<file path="src/rtl/stage_id.sv">
// Decode stage: IF/ID register, 32x32 register file with write-through bypass,
// load-use hazard detection and the registered ID/EX outputs feeding execute.
module stage_id #(
  parameter logic [31:0] NOP_INST    = 32'h0000_0000,
  parameter logic [5:0]  LOAD_OPCODE = 6'b100011
) (
  input  logic        clock,
  input  logic        reset,
  input  logic [31:0] IF_PC,
  input  logic [31:0] IF_PC4,
  input  logic [31:0] IF_Inst,
  input  logic [3:0]  IF_InstNum,
  input  logic [3:0]  IF_InstType,
  input  logic        CS_Branch,
  input  logic        WB_RegWrite,
  input  logic [4:0]  WB_WriteReg,
  input  logic [31:0] WB_WriteData,
  output logic        Stall_IF,
  output logic [31:0] EndStageID_PC,
  output logic [31:0] EndStageID_PC4,
  output logic [31:0] EndStageID_RsData,
  output logic [31:0] EndStageID_RtData,
  output logic [31:0] EndStageID_Imm,
  output logic [4:0]  EndStageID_Rs,
  output logic [4:0]  EndStageID_Rt,
  output logic [4:0]  EndStageID_Rd,
  output logic [5:0]  EndStageID_Opcode,
  output logic [5:0]  EndStageID_Funct,
  output logic        EndStageID_MemRead,
  output logic [3:0]  EndStageID_InstNum,
  output logic [3:0]  EndStageID_InstType,
  output logic        EndStageID_Valid
);

  localparam int unsigned XLEN = 32;
  localparam int unsigned RW   = 5;
  localparam int unsigned NREG = 32;
  localparam int unsigned TW   = 4;
  localparam int unsigned OPW  = 6;

  // IF/ID pipeline register
  logic [XLEN-1:0] ifid_inst_q, ifid_inst_d;
  logic [XLEN-1:0] ifid_pc_q, ifid_pc_d;
  logic [XLEN-1:0] ifid_pc4_q, ifid_pc4_d;
  logic [TW-1:0]   ifid_num_q, ifid_num_d;
  logic [TW-1:0]   ifid_type_q, ifid_type_d;
  logic            ifid_valid_q, ifid_valid_d;

  // ID/EX pipeline register
  logic [XLEN-1:0] idex_pc_q, idex_pc_d;
  logic [XLEN-1:0] idex_pc4_q, idex_pc4_d;
  logic [XLEN-1:0] idex_rsd_q, idex_rsd_d;
  logic [XLEN-1:0] idex_rtd_q, idex_rtd_d;
  logic [XLEN-1:0] idex_imm_q, idex_imm_d;
  logic [RW-1:0]   idex_rs_q, idex_rs_d;
  logic [RW-1:0]   idex_rt_q, idex_rt_d;
  logic [RW-1:0]   idex_rd_q, idex_rd_d;
  logic [OPW-1:0]  idex_op_q, idex_op_d;
  logic [OPW-1:0]  idex_fn_q, idex_fn_d;
  logic            idex_mr_q, idex_mr_d;
  logic [TW-1:0]   idex_num_q, idex_num_d;
  logic [TW-1:0]   idex_type_q, idex_type_d;
  logic            idex_valid_q, idex_valid_d;

  logic [XLEN-1:0] rf_q [NREG];

  logic [RW-1:0]   dec_rs, dec_rt;
  logic [XLEN-1:0] rs_data, rt_data;
  logic            hazard;
  logic            wb_en;

  assign dec_rs = ifid_inst_q[25:21];
  assign dec_rt = ifid_inst_q[20:16];
  assign wb_en  = WB_RegWrite && (WB_WriteReg != RW'(0));

  // Operand read: r0 is hard zero, same-cycle write-back bypasses the array
  always_comb begin
    rs_data = rf_q[dec_rs];
    rt_data = rf_q[dec_rt];
    if (wb_en && (WB_WriteReg == dec_rs)) rs_data = WB_WriteData;
    if (wb_en && (WB_WriteReg == dec_rt)) rt_data = WB_WriteData;
    if (dec_rs == RW'(0)) rs_data = '0;
    if (dec_rt == RW'(0)) rt_data = '0;
  end

  // Load-use hazard between the load in ID/EX and the consumer in IF/ID
  always_comb begin
    hazard = idex_valid_q & idex_mr_q & ifid_valid_q & (idex_rt_q != RW'(0)) &
             ((idex_rt_q == dec_rs) | (idex_rt_q == dec_rt));
  end

  assign Stall_IF = hazard & ~CS_Branch;

  // Next-state selection: flush > stall > normal; ID/EX defaults to a bubble
  always_comb begin
    ifid_inst_d  = ifid_inst_q;
    ifid_pc_d    = ifid_pc_q;
    ifid_pc4_d   = ifid_pc4_q;
    ifid_num_d   = ifid_num_q;
    ifid_type_d  = ifid_type_q;
    ifid_valid_d = ifid_valid_q;
    idex_pc_d    = '0;
    idex_pc4_d   = '0;
    idex_rsd_d   = '0;
    idex_rtd_d   = '0;
    idex_imm_d   = '0;
    idex_rs_d    = '0;
    idex_rt_d    = '0;
    idex_rd_d    = '0;
    idex_op_d    = '0;
    idex_fn_d    = '0;
    idex_mr_d    = 1'b0;
    idex_num_d   = '0;
    idex_type_d  = '0;
    idex_valid_d = 1'b0;
    if (CS_Branch) begin
      ifid_inst_d  = NOP_INST;
      ifid_pc_d    = '0;
      ifid_pc4_d   = '0;
      ifid_num_d   = '0;
      ifid_type_d  = '0;
      ifid_valid_d = 1'b0;
    end else if (!hazard) begin
      ifid_inst_d  = IF_Inst;
      ifid_pc_d    = IF_PC;
      ifid_pc4_d   = IF_PC4;
      ifid_num_d   = IF_InstNum;
      ifid_type_d  = IF_InstType;
      ifid_valid_d = 1'b1;
      idex_pc_d    = ifid_pc_q;
      idex_pc4_d   = ifid_pc4_q;
      idex_rsd_d   = rs_data;
      idex_rtd_d   = rt_data;
      idex_imm_d   = {{16{ifid_inst_q[15]}}, ifid_inst_q[15:0]};
      idex_rs_d    = dec_rs;
      idex_rt_d    = dec_rt;
      idex_rd_d    = ifid_inst_q[15:11];
      idex_op_d    = ifid_inst_q[31:26];
      idex_fn_d    = ifid_inst_q[5:0];
      idex_mr_d    = (ifid_inst_q[31:26] == LOAD_OPCODE) & ifid_valid_q;
      idex_num_d   = ifid_num_q;
      idex_type_d  = ifid_type_q;
      idex_valid_d = ifid_valid_q;
    end
  end

  // Pipeline registers with synchronous active-low reset
  always_ff @(posedge clock) begin
    if (!reset) begin
      ifid_inst_q  <= NOP_INST;
      ifid_pc_q    <= '0;
      ifid_pc4_q   <= '0;
      ifid_num_q   <= '0;
      ifid_type_q  <= '0;
      ifid_valid_q <= 1'b0;
      idex_pc_q    <= '0;
      idex_pc4_q   <= '0;
      idex_rsd_q   <= '0;
      idex_rtd_q   <= '0;
      idex_imm_q   <= '0;
      idex_rs_q    <= '0;
      idex_rt_q    <= '0;
      idex_rd_q    <= '0;
      idex_op_q    <= '0;
      idex_fn_q    <= '0;
      idex_mr_q    <= 1'b0;
      idex_num_q   <= '0;
      idex_type_q  <= '0;
      idex_valid_q <= 1'b0;
    end else begin
      ifid_inst_q  <= ifid_inst_d;
      ifid_pc_q    <= ifid_pc_d;
      ifid_pc4_q   <= ifid_pc4_d;
      ifid_num_q   <= ifid_num_d;
      ifid_type_q  <= ifid_type_d;
      ifid_valid_q <= ifid_valid_d;
      idex_pc_q    <= idex_pc_d;
      idex_pc4_q   <= idex_pc4_d;
      idex_rsd_q   <= idex_rsd_d;
      idex_rtd_q   <= idex_rtd_d;
      idex_imm_q   <= idex_imm_d;
      idex_rs_q    <= idex_rs_d;
      idex_rt_q    <= idex_rt_d;
      idex_rd_q    <= idex_rd_d;
      idex_op_q    <= idex_op_d;
      idex_fn_q    <= idex_fn_d;
      idex_mr_q    <= idex_mr_d;
      idex_num_q   <= idex_num_d;
      idex_type_q  <= idex_type_d;
      idex_valid_q <= idex_valid_d;
    end
  end

  // Register file write port, independent of stall and flush
  always_ff @(posedge clock) begin
    if (!reset) begin
      for (int i = 0; i < NREG; i++) rf_q[i] <= '0;
    end else if (wb_en) begin
      rf_q[WB_WriteReg] <= WB_WriteData;
    end
  end

  assign EndStageID_PC       = idex_pc_q;
  assign EndStageID_PC4      = idex_pc4_q;
  assign EndStageID_RsData   = idex_rsd_q;
  assign EndStageID_RtData   = idex_rtd_q;
  assign EndStageID_Imm      = idex_imm_q;
  assign EndStageID_Rs       = idex_rs_q;
  assign EndStageID_Rt       = idex_rt_q;
  assign EndStageID_Rd       = idex_rd_q;
  assign EndStageID_Opcode   = idex_op_q;
  assign EndStageID_Funct    = idex_fn_q;
  assign EndStageID_MemRead  = idex_mr_q;
  assign EndStageID_InstNum  = idex_num_q;
  assign EndStageID_InstType = idex_type_q;
  assign EndStageID_Valid    = idex_valid_q;

endmodule

</file>
<file path="config.mk">
export PLATFORM = sky130hd
export DESIGN_NAME = stage_id
export DESIGN_NICKNAME = d
export VERILOG_FILES = /design/src/rtl/stage_id.sv
export SDC_FILE = /design/constraint.sdc
export NUM_CORES = 2
export LEC_CHECK = 0
export ABC_CLOCK_PERIOD_IN_PS = 7900
export CAP_MARGIN = 20
export CORE_MARGIN = 5
export CORE_UTILIZATION = 40
export CTS_BUF_LIST = sky130_fd_sc_hd__clkbuf_8 sky130_fd_sc_hd__clkbuf_16
export DETAILED_ROUTE_END_ITERATION = 12
export SLEW_MARGIN = 10
export SYNTH_ARGS = -nofsm -noshare
export SYNTH_HDL_FRONTEND = slang
export SYNTH_SLANG_ARGS = --single-unit
</file>
<file path="constraint.sdc">
create_clock -name clock -period 7.9 [get_ports clock]
set_input_delay 0.79 -clock clock [delete_from_list [all_inputs] [get_ports clock]]
set_output_delay 0.79 -clock clock [all_outputs]
set_load 0.02 [all_outputs]
</file>
## After elaboration in Yosys (flattened, before gate mapping)

Memory sizes are Yosys's and may differ from the RTL's. A register that Yosys moved wholly into a read port is not among the register bits.
Index checks and enable logic that the tools add are counted.

- Equality and inequality tests: 3
- Mux-type cells: 7
- Bitwise gates (word level): 9
- Reductions and logical operators: 10

Operator list:

| cell | count |
|---|---|
| 32-bit 2-to-1 mux | 1 |
| 32-bit OR reduction | 1 |
| 5-bit equality test | 2 |
| 5-bit zero test | 2 |
| 5-bit nonzero test | 2 |
| 4-bit OR reduction | 2 |
| 1-bit bitwise AND | 6 |
| 6-bit equality test (second input constant) | 1 |
| 1-bit 2-to-1 mux | 5 |
| 5-bit 2-to-1 mux | 1 |
| 3-bit OR reduction | 1 |
| 1-bit NOT | 2 |
| 2-bit OR reduction | 1 |
| 1-bit logical AND | 1 |
| 1-bit bitwise OR | 1 |

- Flip-flop bits (word level): 222
- Memory bits (writable): 1,024
- Input bits: 145
- Output and inout bits: 198
- Memories: 1

Memory list:

| memory | words | bits a word | rd ports | clocked after Yosys merged registers in | wr ports | RTL line | source |
|---|---|---|---|---|---|---|---|
| rf_q | 32 | 32 | 2 | 2 | 32 | 65 | `logic [XLEN-1:0] rf_q [NREG];` |

## Logic depth before layout (Yosys ltp)

- Depth after elaboration: 7
- Depth in mapped cells: 10

## Least setup slack after synthesis

OpenSTA, ideal clock, no wires.

- Path kind: input to register
- Start: input reset
- End: memory rf_q[20][0] (enable)
- Setup time: 0.466 ns
- Data arrival time: 4.446 ns
- Data required time: 7.434 ns
- Path slack: 2.988 ns
- Cell stages on the path: 7
- Path buffers: 4
- Path through: clkbuf_1 > nand2_1 > or4_1 > clkbuf_1 > clkbuf_1 > clkbuf_1 > o21ai_0

RTL lines:

| element | RTL line | source |
|---|---|---|
| start: declaration | 8 | `input logic reset,` |
| end: declaration | 65 |  |

## Worst setup path in the final report

- Start: register ifid_inst_q[21]
- End: output Stall_IF

- Cells in the longest elaborated chain, start to end: 4

Ends and longest elaborated chain:

| element | RTL line | source |
|---|---|---|
| start: declaration | 42 | `logic [XLEN-1:0] ifid_inst_q, ifid_inst_d;` |
| start signal: assignment | 171 | `ifid_inst_q <= ifid_inst_d;` |
| 5-bit equality test | 89 | `((idex_rt_q == dec_rs) \| (idex_rt_q == dec_rt));` |
| 1-bit bitwise OR | 89 |  |
| 1-bit bitwise AND | 88 | `hazard = idex_valid_q & idex_mr_q & ifid_valid_q & (idex_rt_q != RW'(0)) &` |
| 1-bit bitwise AND | 92 | `assign Stall_IF = hazard & ~CS_Branch;` |
| end: declaration | 18 | `output logic Stall_IF,` |

No other way between the ends.

==> flow_summary.json <==
{
  "synth_compound_area_share_pct": 7.03,
  "tns_ps": 0,
  "synth-edff-count": 1024,
  "clock_sinks": 1299,
  "async_reset_ff_share_pct": 0,
  "utilization_pct": 46.7,
  "post-route-period-util_pct": 57.9,
  "die_y_um": 410,
  "p_clk_share_pct": 40.4,
  "initial_core_util_pct": 40.3,
  "ys.flop_type": "edfxtp_1",
  "cts_buffers": 141,
  "fmax_mhz": 219,
  "p_leak_nw": 24.0,
  "drive_gt1_share_pct": 19.7,
  "coreArea_um2": 159000,
  "fin_nets": 4974,
  "cts_tree": "built",
  "port_buffers": 342,
  "grt_max_degree": 106,
  "grt_pass1_vias": 42900,
  "yosys-top-cells-area": "edfxtp_1, mux4_2, dfxtp_1",
  "crit_required_ps": 7110,
  "synth-simple-area-share_pct": 12.1,
  "synth_area_um2": 64000,
  "hold_viol_final": 0,
  "postCtsHoldBufs": 0,
  "slew_headroom_pct": 18.0,
  "via_count": 43000,
  "wl_per_cell_um": 30.9,
  "cts.clk_slew.worst_paths_ps": 60,
  "crit_fanout": 27,
  "rr_startpoint": "ifid_inst_q[18]",
  "setup_viol": 0,
  "drc": 0,
  "synth_top_cell_by_area": "edfxtp_1",
  "start_kind": "flop",
  "insertion_delay_ps": 810,
  "grt_overflow_total": 0,
  "dpl.hpwl_um": 135000,
  "io_pins": 343,
  "p_seq_share_pct": 48.9,
  "cp-end-kind": "primary output",
  "yosysTopAreaCellShare_pct": 48.1,
  "synth_mux_area_share_pct": 19.8,
  "power_density_nw_per_um2": 219,
  "hold_path_end": "EndStageID_Imm[10]",
  "rsz0062_at_grt": "no",
  "synthAdderAreaFrac_pct": 0,
  "outcome": "completed",
  "dieWidth_um": 410,
  "fp-row-count": 146,
  "synth_xor_area_share_pct": 0.274,
  "dr.pass1.iters": 5,
  "cts_setup_buffers": 0,
  "final_cell_area_um2": 74100,
  "hold_start": "ifid_inst_q[10]",
  "postSynthCellCount": 4726,
  "maxCapViolCount": 0,
  "synth.most_common_cell": "edfxtp_1",
  "synth_common_cells": "edfxtp_1, and2_1, clkbuf_1",
  "cts_resized": 0,
  "h-tree-depth": 4,
  "yosysWarnings": 0,
  "worstPathArrival_ps": 3780,
  "ir_drop_v": 0.000238,
  "grtUsageTotal_pct": 25.1,
  "drt_iter0_drc": 4815,
  "areaGrowthSynthToFinish_pct": 15.8,
  "antenna_found_initial": 10,
  "synth_area_per_cell_um2": 13.5,
  "reg2reg_to": "EndStageID_RtData[4]",
  "power_switching_mw": 4.10,
  "vias_per_cell": 6.13,
  "slew_violations": 0,
  "hold_depth": 1,
  "place_congestion": 0.894,
  "max_slew.worst_pin.slew_ps": 1230,
  "r2r_setup_slack_ps": 3980,
  "cts_root_buf": "clkbuf_16",
  "detail-route-antenna-nets": 0,
  "cts_max_path_buffers": 3,
  "ys_seq_elements": 1299,
  "worstHoldPathType": "flop to flop",
  "placed_area_um2": 69500,
  "wirelength_um": 217000,
  "synth_top_family_by_area": "multiplexers",
  "dieArea_um2": 168000,
  "numPlacedInstances": 6755,
  "total_power_mw": 16.2,
  "worst-setup-path-type": "flop to primary output",
  "p_int_mw": 12.1,
  "period_minus_slack_ps": 4570,
  "combinationalPowerShare_pct": 10.7,
  "p_sw_share_pct": 25.3,
  "fin_cells": 7018,
  "r2r_cells": 6,
  "clock_skew_ps": 41.9,
  "synth_cell_types": 56,
  "synth-seq-area-share_pct": 56.7,
  "grt_pass1_wl_um": 310000
}
==> kinds of logic (layout without fill, tap and decap cells) <==
kind of cell	Yosys count	after routing
compound gates	662	662
xor+xnor	20	20
buf+inv	600	787
flops	1299	1299
mux	768	768
other cells	1	34
simple gates	1376	1376
==> per-layer routing <==
layer	routed length [µm]	track usage, %	up-vias	share of wire [%]
met4	9810	11.2	6	4.5
met1	87500	33.8	22000	40
li1	-	-	18200	-
met3	20500	5.86	410	9.5
met2	98800	39.0	2349	46
met5	41	0	-	0.019
==> placed cells by master, fill, tap and decap left out, drive strengths merged, types with 68 or more instances in the layout <==
master / n
a21oi: 164
and2: 725
buf: 175
clkbuf: 159
clkdlybuf4s50: 339
dfxtp: 275
edfxtp: 1024
mux2: 121
mux2i: 259
mux4: 388
nand2: 68
nand3: 122
nor3: 378
o21ai: 172
o221ai: 89
==> flip-flops by register name, summed over array words and instances, names as in the netlist <==
signal,count
EndStageID_PC4,32
rf_q,1024
EndStageID_InstType,4
ifid_type_q,4
EndStageID_Imm,16
EndStageID_Valid,1
EndStageID_MemRead,1
EndStageID_Opcode,6
ifid_pc4_q,32
EndStageID_Rs,5
ifid_inst_q,32
EndStageID_InstNum,4
ifid_valid_q,1
ifid_pc_q,32
ifid_num_q,4
EndStageID_PC,32
EndStageID_Rt,5
EndStageID_RsData,32
EndStageID_RtData,32
==> worst max-delay path by stage <==
| stage | from | slack, ps | end | cells past startpoint |
|---|---|---|---|---|
| finish | ifid_inst_q[21] | 3330 | Stall_IF | 6 |
| global route | ifid_inst_q[21] | 3080 | Stall_IF | 6 |
| CTS | ifid_inst_q[21] | 3140 | Stall_IF | 6 |
| detailed placement | WB_WriteReg[2] | 3640 | rf_q[8][14] | 6 |
| global placement | WB_WriteReg[2] | 3650 | rf_q[8][6] | 6 |
| floorplan | reset | 2990 | rf_q[20][0] | 7 |
==> through the flow <==
step           hold slack, ps  setup slack, ps
3_5_place_dp              436             3640
2_1_floorplan             429             2990
4_1_cts                   449             3140
6_report                  450             3330
5_1_grt                   461             3080
3_3_place_gp              435             3650
==> power groups by stage <==
stage / combinational [mW] / clock [mW] / sequential [mW]
3_5_place_dp: 1.71 / 0 / 8.06
4_1_cts: 1.72 / 6.63 / 7.92
2_1_floorplan: 1.01 / 0 / 8.00
6_report: 1.73 / 6.55 / 7.93
5_1_grt: 1.80 / 6.90 / 7.96
3_3_place_gp: 1.69 / 0 / 8.05
==> critical path: stages (launching register included) <==
cell	delay (ps)
dfxtp_4	760
buf_4	490
xnor2_1	170
nand3_1	170
o22a_4	320
nor3_1	320
clkdlybuf4s50_1	750
==> layout make-up <==
cell class	count	area, µm²
Multi-Input combinational cell	2858	25700
Antenna cell	2	5.00
Sequential cell	1299	36300
Fill cell	13700	84700
Tap cell	2072	2590
Clock buffer	159	3850
Clock inverter	99	666
Timing Repair Buffer	514	4940
Inverter	15	56.3
Note: power is estimated with default switching activity, not from simulation.
